--- config.mk ---
export PLATFORM = sky130hd
export DESIGN_NAME = sap_tstate_sequencer
export DESIGN_NICKNAME = d
export VERILOG_FILES = /design/src/rtl/sap_tstate_sequencer.sv
export SDC_FILE = /design/constraint.sdc
export NUM_CORES = 1
export LEC_CHECK = 0
export ABC_AREA = 1
export CORE_AREA = 2 2 39 41
export CTS_BUF_LIST = sky130_fd_sc_hd__clkbuf_8
export DETAILED_ROUTE_END_ITERATION = 10
export DIE_AREA = 0 0 41 43
export MAX_ROUTING_LAYER = met4
export SLEW_MARGIN = 30
export SYNTH_ARGS = -nofsm -noshare
export SYNTH_HDL_FRONTEND = slang
export SYNTH_SLANG_ARGS = --single-unit
export TNS_END_PERCENT = 30
--- constraint.sdc ---
create_clock -name clk -period 1.4 [get_ports clk]
set_input_delay 0.14 -clock clk [delete_from_list [all_inputs] [get_ports clk]]
set_output_delay 0.14 -clock clk [all_outputs]
set_load 0.02 [all_outputs]
--- src/rtl/sap_tstate_sequencer.sv ---
// T-state sequencer for the SAP control unit: ring counter, halt latch and
// the datapath clock-enable, with free-run and manual single-step modes.
module sap_tstate_sequencer #(
  parameter int unsigned NUM_T_STATES = 6,
  parameter int unsigned STEP_W       = 3
) (
  input  logic                    clk,
  input  logic                    reset,
  input  logic                    step_mode,
  input  logic                    step_req,
  input  logic                    hlt,
  input  logic                    resume,
  input  logic                    short_cycle,
  output logic                    ce,
  output logic [STEP_W-1:0]       t_idx,
  output logic [NUM_T_STATES-1:0] t_onehot,
  output logic                    halted,
  output logic                    instr_start
);

  localparam logic [STEP_W-1:0] LAST_T = STEP_W'(NUM_T_STATES - 1);

  typedef enum logic {
    RUNNING = 1'b0,
    HALTED  = 1'b1
  } run_state_e;

  run_state_e        state_q, state_d;
  logic [STEP_W-1:0] t_q, t_d;
  logic              step_req_q;
  logic              step_rise;

  // step_req_q resets high so a request held through reset is not seen as an edge.
  always_ff @(posedge clk or posedge reset) begin
    if (reset) begin
      state_q    <= RUNNING;
      t_q        <= '0;
      step_req_q <= 1'b1;
    end else begin
      state_q    <= state_d;
      t_q        <= t_d;
      step_req_q <= step_req;
    end
  end

  always_comb begin
    step_rise = step_req & ~step_req_q;
    ce        = (state_q == RUNNING) & (step_mode ? step_rise : 1'b1);
    state_d   = state_q;
    t_d       = t_q;
    if (ce) begin
      if (hlt) begin
        state_d = HALTED;
        t_d     = '0;
      end else if (short_cycle || (t_q >= LAST_T)) begin
        t_d = '0;
      end else begin
        t_d = t_q + STEP_W'(1);
      end
    end else if ((state_q == HALTED) && resume) begin
      // Resume only clears the latch; ce stays low for this cycle.
      state_d = RUNNING;
    end
  end

  always_comb begin
    t_onehot = '0;
    for (int unsigned i = 0; i < NUM_T_STATES; i++) begin
      t_onehot[i] = (t_q == STEP_W'(i));
    end
  end

  assign t_idx       = t_q;
  assign halted      = (state_q == HALTED);
  assign instr_start = ce & (t_q == '0);

endmodule

==> metrics.md <==
| Metric | Value |
|---|---|
| Drt first pass iters | `2` |
| Initial antenna violation count | `0` |
| Clock power share | `38.0%` |
| Setup slack, reg-to-reg | `20 ps` |
| CP Max Fanout | `4` |
| Sw power | `roughly 0.21 mW` |
| Num ports | `19` |
| Area leader, netlist | `dfrtp_1` |
| Drt wl/cell | `about 8 µm` |
| Flop pwr share | `between 20% and 30%` |
| Yosys warns | `0` |
| Int Pwr | `~0.46 mW` |
| Setup bufs post-CTS | `0` |
| Sequential fraction of the synthesis area | `~34%` |
| Sw Share | `31.2%` |
| Die area | `about 0.0018 mm²` |
| Synth top cells by count | `nand2_1 (16), inv_1 (13), nor2_1 (7)` |
| Vias in the first global route | `around 340` |
| Max-slew violation count | `0` |
| Max cap viols | `0` |
| Post-route ant nets | `0` |
| Flops & latches, synth | `5` |
| CTS clk-pin slew, worst paths | `about 30 ps` |
| Diode count | `0` |
| Clk Latency, worst-skew pair | `around 220 ps` |
| WS Path Type | `reg2reg` |
| DRC viols | `0` |
| Syn Nets | `64` |
| Fill cell count | `154` |
| Comb power frac | `a little over a third` |
| Final hold viol count | `0` |
| Avg Vias per Cell | `just under 4` |
| Total number of vias | `between 300 and 400` |
| DRT Wirelength | `around 780 µm` |
| Post-synth EDFFs | `0` |
| Initial DRC count | `2` |
| Cell count after synthesis | `52` |
| Die Height | `roughly 43 µm` |
| Clk buf depth | `2` |
| Pwr/cell area | `about 970 mW/mm²` |
| Largest net degree at the start of global routing | `6` |
| Area of the core | `approximately 0.0014 mm²` |
| Synth async-reset ratio | `100%` |
| Final net count | `95` |
| CTS buffer count | `3` |
| Synthesized area | `about 380 µm²` |
| Unique cell type count in the Yosys netlist | `11` |
| Result of the run | `finished clean` |
| Die X | `between 40 and 50 µm` |
| WP data arrival | `roughly 1500 ps` |
| Maximum VDD drop | `0.000819 V` |
| Starting density of the core | `between 20% and 30%` |
| Top-count cell post-synth | `nand2_1` |
| Most used DFF post-synth | `dfrtp_1` |
| Top post-synthesis cells by area | `dfrtp_1 (27%), ha_1 (17%), nand2_1 (16%)` |
| Worst R2R End | `t_idx[2]$_DFFE_PP0P_` |
| Seq. cell area | `approximately 130 µm²` |
| WP data required | `roughly 1600 ps` |
| FP Rows | `14` |
| Leakage power | `0.388 nW` |
| GPL Wtd Cong | `0.688` |
| Clk_skew | `around 0.38 ps` |
| Share of cells above drive strength 1 | `about 37%` |
| Crit start category | `flop` |
| Worst slew pin tran | `between 200 and 250 ps` |
| Overall power | `0.666 mW` |
| Max frequency | `0.726 GHz` |
| Top cell type's share of synthesized area | `a little over a quarter` |
| First-pass GRT wire length | `about 1.3 mm` |
| Critical Path End Type | `flop` |
| RSZ-0062 raised after global routing | `true` |
| Reg-to-reg startpoint | `t_idx[0]$_DFFE_PP0P_` |
| Number of port buffers | `18` |
| Avg Inst Size Synth | `slightly above 7 µm²` |
| Sink Count | `5` |
| Hold Crit Class | `in2async` |
| Max_slew headroom | `around 86%` |
| Tmin final | `1380 ps` |
| Fin Hold WS | `between 100 and 150 ps` |
| GR Overflow Total | `0` |
| Total GRT Usage | `11.5%` |
| H-tree levels | `1` |
| Place WS | `-272 ps` |
| Root Driver | `clkbuf_8` |
| Setup ws final | `21.7 ps` |
| HPWL after DPL | `~650 µm` |
| CTS tree | `built` |
| Final setup viols | `0` |
| FF-to-FF path depth | `7` |
| Final period utilization | `between 90% and 100%` |
| Cts hold-fix bufs | `0` |
| Layout area overhead | `82.4%` |
| Footprint of the multi-input gates | `~230 µm²` |
layout by cell type (no fill, tap or decap):
cell type / n
clkbuf_8: 3
buf_6: 2
buf_4: 9
dfstp_2: 1
inv_1: 12
inv_2: 2
ha_4: 2
nand3_2: 1
dfrtp_1: 2
dfrtp_2: 2
nand2_1: 16
clkdlybuf4s15_1: 1
clkdlybuf4s50_1: 6
a21oi_4: 1
ha_1: 2
dlygate4sd2_1: 4
nor2_1: 7
ha_2: 1
nand2_2: 2
buf_2: 4
or2_1: 1
o21bai_1: 1
stage by stage:
step                instance area, µm²  instances  util [%]  TNS, ps
floorplan                          378         52         -        0
global placement                   638         94      46.1    -1180
detailed placement                 638         94      46.1    -1270
CTS                                667         98      48.2     -101
global route                       687         98      49.6    -73.3
finish                             687         98      49.6        0
worst max-delay path by stage:
stage	from	end	slack, ps	cells past startpoint
detailed placement	step_req	instr_start	-270	6
CTS	t_idx[1]$_DFFE_PP0P_	instr_start	-80	5
global placement	step_req	instr_start	-250	6
finish	t_idx[0]$_DFFE_PP0P_	t_idx[2]$_DFFE_PP0P_	20	7
global route	t_idx[1]$_DFFE_PP0P_	instr_start	-30	5
floorplan	t_idx[1]$_DFFE_PP0P_	t_idx[2]$_DFFE_PP0P_	4	6
power by group through the flow:
stage	logic, mW	clock network [mW]	registers, mW
CTS	0.234	0.261	0.174
global placement	0.255	0	0.173
floorplan	0.106	0	0.192
detailed placement	0.256	0	0.174
global route	0.265	0.274	0.178
finish	0.237	0.253	0.176
repair_timing:
action | 4_1_cts | 5_1_grt
endpoints found under the setup margin | 13 | 6
gates resized for setup | 36 | 10
pin swaps | 1 | 6
cell families after synthesis:
kind of cell	Yosys count	share of synthesized area, %
AND/OR/NAND/NOR	27	30.6
buffers and inverters	13	13.0
adder cells (fa/ha/maj)	5	16.6
flip-flops	5	33.6
AO/OA/AOI/OAI	2	6.31
worst max-delay path: stages (launching register included):
cell and delay [ps]:
dfrtp_2 400, buf_6 130, ha_4 150, ha_4 190
or2_1 210, nor2_1 100, nand2_1 60, nand2_1 60
registers in the layout, indices dropped and copies added, names as in the netlist:
name and count:
halted 1, step_req_q 1, t_idx 3
metal layers:
metal | GRT usage [%] | wire length (µm) | share of wire (%)
met1 | 12.5 | 319 | 41
met3 | 1.57 | 50 | 6.4
met4 | 12.0 | 36 | 4.6
met5 | - | 0 | 0
met2 | 16.3 | 377 | 48
final cells by class:
type / count / area share (%)
timing repair buffer: 26 / 31.3
multi-input combinational: 34 / 33.3
sequential: 5 / 18.8
inverter: 13 / 7.10
clock inverter: 1 / 0.546
clock buffer: 3 / 6.01
tap: 16 / 2.91
No activity file was read; power rests on OpenSTA's default activity.
